### config.mk
export PLATFORM = sky130hd
export DESIGN_NAME = traffic_phase_ctrl
export DESIGN_NICKNAME = d
export VERILOG_FILES = /design/src/rtl/traffic_phase_ctrl.sv
export SDC_FILE = /design/constraint.sdc
export NUM_CORES = 1
export LEC_CHECK = 0
export ABC_AREA = 1
export BUFFER_PORTS_ARGS = -buffer_cell sky130_fd_sc_hd__buf_2
export CORE_MARGIN = 3
export CORE_UTILIZATION = 41
export DETAILED_ROUTE_END_ITERATION = 16
export PLACE_DENSITY = 0.66
export REMOVE_ABC_BUFFERS = 1
export SYNTH_ARGS = -nofsm -noshare
export SYNTH_HDL_FRONTEND = slang
export SYNTH_SLANG_ARGS = --single-unit
### constraint.sdc
create_clock -name Clk -period 2.5 [get_ports Clk]
set_clock_uncertainty 0.1 [all_clocks]
set_input_delay 0.5 -clock Clk [delete_from_list [all_inputs] [get_ports Clk]]
set_output_delay 0.5 -clock Clk [all_outputs]
set_load 0.02 [all_outputs]
### src/rtl/traffic_phase_ctrl.sv
// Two-way intersection phase sequencer: walks NS/EW light phases on a prescaled tick.
// Define PED_WALK_EN to add the latched pedestrian request and the WALK phase.
module traffic_phase_ctrl #(
  parameter int GREEN_TIME  = 8,
  parameter int YELLOW_TIME = 3,
  parameter int ALLRED_TIME = 1,
  parameter int WALK_TIME   = 4,
  parameter int CNT_W       = 4
) (
  input  logic       Clk,
  input  logic       Clear,
  input  logic       tick,
  input  logic       ew_car,
  input  logic       ped_req,
  output logic [2:0] ns_light,
  output logic [2:0] ew_light,
  output logic       walk,
  output logic [2:0] phase,
  output logic       phase_chg
);

  typedef enum logic [2:0] {
    NS_GREEN  = 3'd0,
    NS_YELLOW = 3'd1,
    ALL_RED_1 = 3'd2,
    EW_GREEN  = 3'd3,
    EW_YELLOW = 3'd4,
    ALL_RED_2 = 3'd5,
    WALK      = 3'd6
  } state_t;

  state_t           state_q, state_d;
  logic [CNT_W-1:0] cnt_q, cnt_d;
  logic [2:0]       ns_q, ns_d, ew_q, ew_d;
  logic             chg_q, chg_d;
  logic             ped_go;

  function automatic logic [CNT_W-1:0] load_val(state_t s);
    case (s)
      NS_GREEN, EW_GREEN:   load_val = CNT_W'(GREEN_TIME - 1);
      NS_YELLOW, EW_YELLOW: load_val = CNT_W'(YELLOW_TIME - 1);
      WALK:                 load_val = CNT_W'(WALK_TIME - 1);
      default:              load_val = CNT_W'(ALLRED_TIME - 1);
    endcase
  endfunction

  always_comb begin
    state_d = state_q;
    cnt_d   = cnt_q;
    if (tick) begin
      if (cnt_q != '0) begin
        cnt_d = cnt_q - CNT_W'(1);
      end else begin
        case (state_q)
          // NS green is held at expiry until an EW car is waiting
          NS_GREEN:  if (ew_car) state_d = NS_YELLOW;
          NS_YELLOW: state_d = ALL_RED_1;
          ALL_RED_1: state_d = EW_GREEN;
          EW_GREEN:  state_d = EW_YELLOW;
          EW_YELLOW: state_d = ALL_RED_2;
          ALL_RED_2: state_d = ped_go ? WALK : NS_GREEN;
          WALK:      state_d = NS_GREEN;
          default:   state_d = ALL_RED_2;
        endcase
      end
    end
    if (state_d != state_q) cnt_d = load_val(state_d);
    chg_d = (state_d != state_q);
  end

  always_comb begin
    ns_d = 3'b100;
    ew_d = 3'b100;
    case (state_d)
      NS_GREEN:  ns_d = 3'b001;
      NS_YELLOW: ns_d = 3'b010;
      EW_GREEN:  ew_d = 3'b001;
      EW_YELLOW: ew_d = 3'b010;
      default:   ;
    endcase
  end

  always_ff @(posedge Clk) begin
    if (Clear) begin
      state_q <= ALL_RED_2;
      cnt_q   <= CNT_W'(ALLRED_TIME - 1);
      ns_q    <= 3'b100;
      ew_q    <= 3'b100;
      chg_q   <= 1'b0;
    end else begin
      state_q <= state_d;
      cnt_q   <= cnt_d;
      ns_q    <= ns_d;
      ew_q    <= ew_d;
      chg_q   <= chg_d;
    end
  end

`ifdef PED_WALK_EN
  logic ped_pend_q, ped_pend_d;
  logic walk_q;

  // a request landing on the WALK entry cycle survives for the next loop
  always_comb begin
    ped_pend_d = ped_pend_q;
    if (state_d == WALK && state_q != WALK) ped_pend_d = 1'b0;
    if (ped_req) ped_pend_d = 1'b1;
  end

  always_ff @(posedge Clk) begin
    if (Clear) begin
      ped_pend_q <= 1'b0;
      walk_q     <= 1'b0;
    end else begin
      ped_pend_q <= ped_pend_d;
      walk_q     <= (state_d == WALK);
    end
  end

  assign ped_go = ped_pend_q;
  assign walk   = walk_q;
`else
  logic unused_ped_req;
  assign unused_ped_req = ped_req;
  assign ped_go         = 1'b0;
  assign walk           = 1'b0;
`endif

  assign ns_light  = ns_q;
  assign ew_light  = ew_q;
  assign phase     = state_q;
  assign phase_chg = chg_q;

endmodule

=== After elaboration in Yosys (flattened, before gate mapping) ===
Cells that the tools add are included.

* Mux-type cells: 10
* Add/subtract/negate cells: 1
* Eq/ne operators: 10
* Reductions and logical operators: 9

{| class="wikitable"
|+ Operator list
! cell !! number
|-
| one-hot mux 3 bit (5 select lines) || 1
|-
| equality test 3 bit (second input constant) || 4
|-
| 2-to-1 mux 4 bit || 3
|-
| one-hot mux 3 bit (2 select lines) || 2
|-
| equality test 3 x 2 -> 1 bit (second input constant) || 3
|-
| 2-to-1 mux 3 bit || 3
|-
| one-hot mux 3 bit (3 select lines) || 1
|-
| equality test 3 x 1 -> 1 bit (second input constant) || 2
|-
| logical NOT 3 bit || 2
|-
| OR reduction 2 bit || 3
|-
| nonzero test 2 bit || 2
|-
| nonzero test 4 bit || 1
|-
| subtractor 4 x 1 -> 4 bit (second input constant) || 1
|-
| != test 3 bit || 1
|-
| AND reduction 2 bit || 1
|}

* Logic and storage cells: 35
* Register bits: 14

=== Depth between registers and ports, before layout ===
Gate-level depths: netlist of run 1.

* Word-level depth: 9
* Gate-level depth with buffers: 11
* Gate-level depth less buffers: 11

=== Worst setup path after synthesis of run 1 ===
Ideal clock, no wire load.

* Kind: reg-to-reg
* From: reg cnt_q[0]
* To: reg cnt_q[1]
* Data required time: 2.278 ns
* Path slack: 0.943 ns
* Path buffers: 0
* Arrival: 1.335 ns
* Cell stages (with the launch flop): 11
* Path through: dfxtp_1 inv_1 ha_1 nand3_4 inv_1 nand2_1 o21ai_2 inv_1 nand2_2 o21ai_0 a21oi_2

* Longest elaborated chain between the ends: 7
* Elaborated cells on any way between the ends: 19
* Classes of those cells: add/sub (1); eq/ne (5); mux (6); reduce/logical (7)

{| class="wikitable"
|+ Ends and longest elaborated chain
! element !! RTL line !! RTL
|-
| start, declared || 33 || <nowiki>logic [CNT_W-1:0] cnt_q, cnt_d;</nowiki>
|-
| start signal, assigned || 86 || <nowiki>cnt_q <= CNT_W'(ALLRED_TIME - 1);</nowiki>
|-
| start signal, assigned || 92 || <nowiki>cnt_q <= cnt_d;</nowiki>
|-
| nonzero test 4 bit || 51 || <nowiki>if (cnt_q != '0) begin</nowiki>
|-
| 2-to-1 mux 3 bit || 51 ||
|-
| 2-to-1 mux 3 bit || 50 || <nowiki>if (tick) begin</nowiki>
|-
| equality test 3 bit, or another cell as far along || 39 || <nowiki>case (s)</nowiki>
|-
| OR reduction 2 bit || 39 ||
|-
| one-hot mux 3 bit (3 select lines) || 39 ||
|-
| 2-to-1 mux 4 bit || 67 || <nowiki>if (state_d != state_q) cnt_d = load_val(state_d);</nowiki>
|}

Several ways; a longest one is shown, not always the timed one. The select of a mux whose other input is x is not followed.
A chain may end at the register's enable or synchronous reset.

=== Worst setup path after layout of run 1 ===
Ends and elaborated chain as after synthesis.

==> metrics.txt, run 1 <==
Overflow after GRT=0; Tcrit/Tclk final=70.2%; Final HPWL DP=1020 um; CP Capture Type=flip-flop; Max clock buf depth=2; Die ar.=2210 um2; initial core utilization=44.6%; wire per inst=10.7 um; number of global-route vias before repair=544; leakage power=0.406 nW; Synth area leader=dfxtp_1; cts bufs inserted=3; DP Area=766 um2; clk_lat worst skew=0.29 ns; Power Density=1290 nW/um2; layout cell share with drive strength beyond 1=25.2%; leading register cell type out of synthesis=dfxtp_1; initial antenna violation count=0; clk slew on worst S/H paths=0.09 ns; Global Route Usage Sum=14.2%; slowest stage cell, crit path=dfxtp_1; Mean Syn Cell Area=7.56 um2; Min Hold Slack=0.311 ns; antenna-violating nets left=0; DRC Markers=0; max-cap viol count=0; type of the tightest min-delay check=in -> reg; largest net degree at the start of global routing=9; post-route minimum period=1.75 ns; CP max stage delay=0.34 ns; post-synthesis sequential area ratio=40.7%; CTS tree=done; critical path cell sequence=inv_1 > ha_1 > nand3_4 > inv_1 > nand2_1 > o21ai_2 > inv_1 > nand2_2 > o21ai_0 > a21oi_2; core area=1540 um2; crit path kind=reg -> reg; # nets final=115; largest fanout on the critical path=7; Data required, critical path=2.58 ns; Port-buffer cells=13; global-route wire length before repair=2220 um; outcome=finished clean; Synth Register Bits=14; most common cell in the netlist=nand2_1; CP most frequent cell=inv_1; hold buffers post-CTS=0; DRT Pass-1 Iters=4; routed wire length=1320 um; YS warnings=0; Boundary Pins=16; Post-synth EDFFs=0; Via density=5.02; final setup fails=0; 1st-iter DRT viols=8; DR vias=618; Post-Layout Inst Area=802 um2; Post-Syn Area=688 um2; Setup crit start kind=flip-flop; Worst EP arrival=1.84 ns; RSZ-0062 raised after global routing=false; Setup TNS Final=0 ns; n_diodes=0; CTS Sinks=14; worst vdd ir=0.587 mV; Layout Area Growth over Synthesis=16.5%; synthesized netlist cell count=91; clock root cell=clkbuf_4; Die Wd=47.0 um; Cell variety after synth=23; Synth top area share=40.7%; H-Tree Depth=1; post-synthesis async set-or-reset flop share=0%; Die Ht=47.0 um; max-slew violations=0; final hold viol count=0; # resized after CTS=0; Post-CTS Repair Setup Buffers=0; largest cells by area after synthesis=dfxtp_1 (41%), nand2_1 (11%), inv_1 (6.0%), nand3_1 (5.8%), o21ai_0 (4.4%); FMAX=570 MHz; Commonest cells post-synth=nand2_1 (20), dfxtp_1 (14), inv_1 (11), nand3_1 (8), nor2_1 (8); Final Core Density=52.0%; routability cong.=0.754; row cnt=14; overall power=0.00104 W
[kinds of logic after synthesis]
logic type,synth area share (%)
xor+xnor,1.27
fa+ha+maj,3.64
flops,40.7
simple gates,31.3
other cells,0.545
buf+inv,7.64
compound gates,14.9
[routing by layer]
layer / share of wire, % / vias up / routed length (um) / GRT usage (%)
met5: 0 / - / 0 / 0
met4: 0 / 0 / 0 / 3.31
met3: 6.3 / 0 / 83 / 5.75
met2: 49 / 17 / 647 / 22.8
met1: 44 / 278 / 585 / 17.8
li1: - / 323 / - / -
[critical path: cells and delay by family (launching register included)]
family,cells,cell delay [ns]
compound gates,3,0.32
buf+inv,3,0.29
simple gates,3,0.31
flops,1,0.34
fa+ha+maj,1,0.26
[registers in the layout (all words and copies together) (netlist names)]
signal     count
cnt_q          4
ew_light       3
ns_light       3
phase          3
phase_chg      1
[area by class of cell]
type	instances	area [um2]
Tap cell	16	20.0
Fill cell	169	739
Timing Repair Buffer	13	65.1
Multi-Input combinational cell	64	355
Inverter	12	45.0
Clock buffer	4	36.3
Sequential cell	14	280
[through the flow]
step	cells	worst slack [ns]
after floorplan	90	0.943
after global placement	119	0.766
after detailed placement	119	0.737
after CTS	123	0.743
after global routing	123	0.569
final	123	0.746
[path summary, 6_finish.rpt]
| check | cells after the start | endpoint | slack (ns) | start |
|---|---|---|---|---|
| worst max-delay path | 10 | cnt_q[1]$_SDFFE_PP0P_ | 0.75 | cnt_q[0]$_SDFFE_PP0P_ |
| worst min-delay path | 2 | ns_light[1]$_SDFF_PP0_ | 0.31 | Clear |
| worst max register to register | 10 | cnt_q[1]$_SDFFE_PP0P_ | 0.75 | cnt_q[0]$_SDFFE_PP0P_ |
| worst min register to register | 2 | cnt_q[3]$_SDFFE_PP0P_ | 0.41 | cnt_q[3]$_SDFFE_PP0P_ |
[power by group]
group          internal [W]  switching (W)
registers          0.000296      0.0000496
clock network     0.0000887      0.0000771
logic              0.000176       0.000349
[placed cells by master (no fill, tap or decap), types with 2 or more instances in the layout]
cell and count:
inv_1 11, nor2_1 8, nand2_2 2, a21oi_1 5
nand4_1 2, o21ai_0 6, nand3_1 8, buf_2 13
ha_1 2, dfxtp_1 14, nand2_1 20, clkbuf_4 3
No activity file was read; power rests on OpenSTA's default activity.
==> inputs of run 2 (changes only) <==
--- a/config.mk
+++ b/config.mk
@@ -10,7 +10,7 @@
 export CORE_MARGIN = 3
 export CORE_UTILIZATION = 41
 export DETAILED_ROUTE_END_ITERATION = 16
-export PLACE_DENSITY = 0.66
+export PLACE_DENSITY = 0.68
 export REMOVE_ABC_BUFFERS = 1
 export SYNTH_ARGS = -nofsm -noshare
 export SYNTH_HDL_FRONTEND = slang
==> constraint.sdc (replaced) <==
create_clock -name Clk -period 1.55 [get_ports Clk]
set_clock_uncertainty 0.1 [all_clocks]
set_input_delay 0.31 -clock Clk [delete_from_list [all_inputs] [get_ports Clk]]
set_output_delay 0.31 -clock Clk [all_outputs]
set_load 0.02 [all_outputs]
==> metrics.txt, run 2 (synthesis gave the netlist of run 1 again) <==
DRC Markers=0 (unchanged); Setup crit start kind=flip-flop; Gate power share=57.9% (+7.3 points); type of the tightest min-delay check=in -> reg; Die Ht=47.0 um (unchanged); antenna-violating nets left=0 (unchanged); final worst setup slack=-0.0354 ns (-0.781 ns); most frequent cells in the layout=nand2_1 (17), buf_2 (13), buf_4 (12), dfxtp_1 (10), nor2_1 (8); CTS Sinks=14 (unchanged); CP Capture Type=flip-flop; crit path kind=reg -> reg; largest register by flop count=cnt_q; largest fanout on the critical path=6 (-1); Top Family by Delay on Critical Path=simple AND/OR/NAND/NOR gates; DR vias=692 (+12%); max-slew violations=0 (unchanged); outcome=finished with violations; Overflow after GRT=0 (unchanged); CP Buf/Inv Count=2 (-1); n_diodes=0 (unchanged); clk_lat worst skew=0.29 ns (about the same); CP max stage delay=0.33 ns (about the same); max-cap viol count=0 (unchanged); post-route minimum period=1.59 ns (-0.169 ns); Min Hold Slack=0.125 ns (-0.186 ns); Crit path depth=10 (unchanged); RR Startpoint=cnt_q[1]$_SDFFE_PP0P_; largest net degree at the start of global routing=9 (unchanged); row cnt=14 (unchanged); initial antenna violation count=0 (unchanged); routability cong.=0.792 (+4.9%); Worst EP arrival=1.70 ns (-0.14 ns); critical path cell sequence=inv_2 > ha_4 > nand3_4 > nand2_2 > inv_2 > a21oi_4 > nand2_1 > nand2_1 > nand3_2 > a21oi_2; Data required, critical path=1.67 ns (-0.91 ns); DRT Pass-1 Iters=4 (unchanged); hold path cells=2 (unchanged); Power Density=2120 nW/um2 (+64%); Global Route Usage Sum=15.0% (+0.85 points); max reg flops=4 (unchanged); worst vdd ir=0.916 mV (+56%); sw frac=43.7% (-2.1 points); # nets final=127 (+10%); r2r worst-path depth=10 (unchanged); Max clock buf depth=2 (unchanged); leakage power=0.467 nW (+15%); initial core utilization=44.6% (unchanged); Layout Area Growth over Synthesis=36.0%; crit path to=cnt_q[0]$_SDFFE_PP0P_; reg2reg end=cnt_q[0]$_SDFFE_PP0P_; FMAX=631 MHz (+11%); Boundary Pins=16 (unchanged); core area=1540 um2 (unchanged); sequential power share=28.5% (-4.8 points); Port-buffer cells=13 (unchanged); flop-to-flop setup slack=-0.04 ns (-0.78 ns); layout cell share with drive strength beyond 1=46.2% (+21 points); Final HPWL DP=1070 um (+4.6%); Psw=0.000869 W (+83%); Post-Layout Inst Area=936 um2 (+17%); Tcrit/Tclk final=102% (+32 points); Critical Path Start=cnt_q[1]$_SDFFE_PP0P_; most common cell after layout, fill and taps aside=nand2_1; failing checks=setup timing; routed wire length=1470 um (+12%); CTS tree=done; H-Tree Depth=1 (unchanged); wire per inst=10.9 um (+2.1%); RSZ-0062 raised after global routing=true; clock root cell=clkbuf_4; clk slew on worst S/H paths=0.09 ns (about the same); DP Area=833 um2 (+8.8%); final setup fails=3 (+3); clock power share=13.5% (-2.5 points); Fillers=142 (-16%); cts bufs inserted=3 (unchanged); number of global-route vias before repair=609 (+12%); 1st-iter DRT viols=13 (+5); Via density=5.13 (+2.0%); Die ar.=2210 um2 (unchanged); final hold viol count=0 (unchanged); Die Wd=47.0 um (unchanged); global-route wire length before repair=2400 um (+8.1%); slowest stage cell, crit path=dfxtp_2; P_int=0.00112 W (+99%)
==> run 2: cell count changes in the layout (fill, tap and decap cells not counted), moves of 2 or more <==
cell,change
buf_4,+12
dfxtp_1,-4
inv_1,-4
inv_2,+4
dfxtp_2,+3
nand2_1,-3
nand2_2,+3
o21ai_0,-2
o21ai_2,+2
==> run 2: power by group through the flow <==
stage               registers (W)  clock network [W]  logic [W]
finish                   0.000567           0.000269    0.00115
global route             0.000583           0.000283    0.00129
CTS                      0.000555           0.000269    0.00104
detailed placement       0.000558                  0   0.000995
global placement         0.000557                  0   0.000974
floorplan                0.000659                  0   0.000557
==> run 2: through the flow <==
step                total power, W  utilization, %  worst slack (ns)   TNS, ns  cells
floorplan                  0.00122               -          -0.00659  -0.00659     90
global placement           0.00153            54.1            -0.105    -0.284    128
detailed placement         0.00155            54.1            -0.103    -0.312    128
CTS                        0.00187            57.5            0.0105         0    132
global route               0.00215            60.7            -0.154    -0.592    135
finish                     0.00199            60.7           -0.0354   -0.0616    135
==> run 2: layer usage <==
layer | track usage [%] | up-vias | routed length (um) | share of wire (%)
met5 | 0 | - | 0 | 0
met4 | 6.63 | 0 | 12 | 0.81
met3 | 3.45 | 2 | 68 | 4.6
met2 | 25.2 | 13 | 725 | 49
met1 | 18.2 | 327 | 667 | 45
li1 | - | 350 | - | -
==> run 2: how the worst min path moves through the flow <==
stage / start / end
global placement: cnt_q[3]$_SDFFE_PP0P_ / cnt_q[3]$_SDFFE_PP0P_
global route: Clear / phase[1]$_SDFF_PP0_
detailed placement: cnt_q[3]$_SDFFE_PP0P_ / cnt_q[3]$_SDFFE_PP0P_
finish: Clear / phase[1]$_SDFF_PP0_
floorplan: Clear / ns_light[1]$_SDFF_PP0_
CTS: Clear / phase[1]$_SDFF_PP0_
==> run 2: cell type report <==
type	instances	area, um2	share of cell area (%)
inverters	12	45.0	4.81
flip-flops and latches	14	288	30.7
repair buffers	25	155	16.6
well taps	16	20.0	2.14
clock buffers	4	36.3	3.88
multi-input cells	64	392	41.8
==> run 2: what timing repair did <==
item | CTS | global route
pin swaps | 0 | 5
endpoints found under the setup margin | 6 | 10
endpoints found under the hold margin | 0 | 0
gates resized for setup | 7 | 14
setup buffers | 0 | 3
gates cloned | 0 | 0
hold buffers | 0 | 0
==> inputs of run 3 (changes only) <==
--- a/config.mk
+++ b/config.mk
@@ -11,6 +11,7 @@
 export CORE_UTILIZATION = 41
 export DETAILED_ROUTE_END_ITERATION = 16
 export PLACE_DENSITY = 0.68
+export RECOVER_POWER = 50
 export REMOVE_ABC_BUFFERS = 1
 export SYNTH_ARGS = -nofsm -noshare
 export SYNTH_HDL_FRONTEND = slang
==> metrics.txt, run 3 (synthesis gave the netlist of run 1 again) <==
outcome=finished with violations; failing checks=setup timing; clock root cell=clkbuf_4; Power Density=2130 nW/um2 (+0.53%); largest register by flop count=cnt_q; Placed Cells=128 (unchanged); Tcrit/Tclk final=103% (+1.2 points); final setup fails=3 (unchanged); register area=288 um2 (unchanged); Layout Area Growth over Synthesis=34.5%; global-route wire length before repair=2400 um (unchanged); CTS tree=done; hold buffers post-CTS=0 (unchanged); Port-buffer cells=13 (unchanged); final worst setup slack=-0.0537 ns (-0.0184 ns); most frequent cells in the layout=nand2_1 (17), buf_4 (12), dfxtp_1 (10), nor2_1 (8), clkbuf_1 (8); Global Route Usage Sum=15.0% (unchanged); H-Tree Depth=1 (unchanged); Data required, critical path=1.67 ns (about the same); clk slew on worst S/H paths=0.09 ns (about the same); RSZ-0062 raised after global routing=true; Boundary Pins=16 (unchanged); Setup TNS Final=-0.117 ns (-0.0549 ns); Die ar.=2210 um2 (unchanged); crit path to=cnt_q[0]$_SDFFE_PP0P_; multi-input logic area=392 um2 (unchanged); Die Wd=47.0 um (unchanged); max-slew violations=0 (unchanged); antenna-violating nets left=0 (unchanged); cts bufs inserted=3 (unchanged); FMAX=624 MHz (-1.1%); initial core utilization=44.6% (unchanged); leakage power=0.441 nW (-5.5%); initial antenna violation count=0 (unchanged); post-route minimum period=1.60 ns (+0.0184 ns); final std cells w/o fill=135 (unchanged); DR vias=699 (+1.0%); largest fanout on the critical path=3 (-3); # nets final=127 (unchanged); layout cell share with drive strength beyond 1=39.5% (-6.7 points); Critical Path Start=cnt_q[1]$_SDFFE_PP0P_; Worst EP arrival=1.72 ns (+0.02 ns); core area=1540 um2 (unchanged); most common cell after layout, fill and taps aside=nand2_1; n_diodes=0 (unchanged); CTS Sinks=14 (unchanged); crit path kind=reg -> reg; worst vdd ir=0.921 mV (+0.52%); routed wire length=1510 um (+2.6%); DRT Pass-1 Iters=4 (unchanged); Overflow after GRT=0 (unchanged); Max clock buf depth=2 (unchanged); max-cap viol count=0 (unchanged); r2r worst-path depth=9 (-1); RR Startpoint=cnt_q[1]$_SDFFE_PP0P_; number of global-route vias before repair=609 (unchanged); row cnt=14 (unchanged); routability cong.=0.792 (unchanged); final hold viol count=0 (unchanged); 1st-iter DRT viols=17 (+4); Setup crit start kind=flip-flop; flop-to-flop setup slack=-0.05 ns (-0.02 ns); largest net degree at the start of global routing=9 (unchanged); Final HPWL DP=1070 um (unchanged); DRC Markers=0 (unchanged); wire per inst=11.2 um (+2.6%); max reg flops=4 (unchanged); Die Ht=47.0 um (unchanged); CP Capture Type=flip-flop; reg2reg end=cnt_q[0]$_SDFFE_PP0P_; type of the tightest min-delay check=in -> reg; Fillers=146 (+2.8%); clk_lat worst skew=0.29 ns (about the same); Via density=5.18 (+1.0%)
[run 3: repair_timing]
item                                    4_1_cts  5_1_grt
resized for setup                             7       14
hold endpoints to repair                      0        0
pin swaps                                     0        5
buffers inserted                              0        3
endpoints found under the setup margin        6       10
[run 3: power by group]
group | leakage (nW) | switching (W) | internal [W]
clock network | 0.0210 | 0.000126 | 0.000143
registers | 0.116 | 0.0000818 | 0.000488
logic | 0.304 | 0.000669 | 0.000468
total | 0.441 | 0.000877 | 0.00110
[run 3: cell type report]
type / count / share of cell area (%)
Tap cell: 16 / 2.16
Timing Repair Buffer: 25 / 15.7
Sequential cell: 14 / 31.1
Clock buffer: 4 / 3.92
Multi-Input combinational cell: 64 / 42.3
Inverter: 12 / 4.86
[run 3: worst min-delay path by stage]
stage | slack, ns | from | endpoint | cells after the start
5_1_grt | 0.13 | Clear | phase[1]$_SDFF_PP0_ | 2
3_3_place_gp | 0.39 | cnt_q[3]$_SDFFE_PP0P_ | cnt_q[3]$_SDFFE_PP0P_ | 2
3_5_place_dp | 0.39 | cnt_q[3]$_SDFFE_PP0P_ | cnt_q[3]$_SDFFE_PP0P_ | 2
6_report | 0.12 | Clear | phase[1]$_SDFF_PP0_ | 2
2_1_floorplan | 0.28 | Clear | ns_light[1]$_SDFF_PP0_ | 1
4_1_cts | 0.13 | Clear | phase[1]$_SDFF_PP0_ | 2
[run 3: routing by layer]
metal	vias up	part of all wire, %	GRT usage [%]
li1	352	-	-
met5	-	0	0
met3	4	5.4	3.45
met1	326	45	18.2
met4	0	1.2	6.63
met2	17	49	25.2
[run 3: per-stage QoR]
stage	power [W]	worst slack (ns)	hold WS, ns	util, %	area, um2
2_1_floorplan	0.00122	-0.00659	0.282	-	681
3_3_place_gp	0.00153	-0.105	0.395	54.1	833
3_5_place_dp	0.00155	-0.103	0.395	54.1	833
4_1_cts	0.00187	0.0105	0.134	57.5	887
5_1_grt	0.00213	-0.154	0.131	60.1	926
6_report	0.00198	-0.0537	0.124	60.1	926
[run 3: critical path, stage by stage (launching register included)]
cell	delay (ns)
dfxtp_2	0.35
inv_2	0.05
ha_4	0.17
buf_4	0.13
nand4_1	0.12
nand2_1	0.09
o21ai_2	0.09
buf_4	0.15
nand3_2	0.12
a21oi_2	0.17
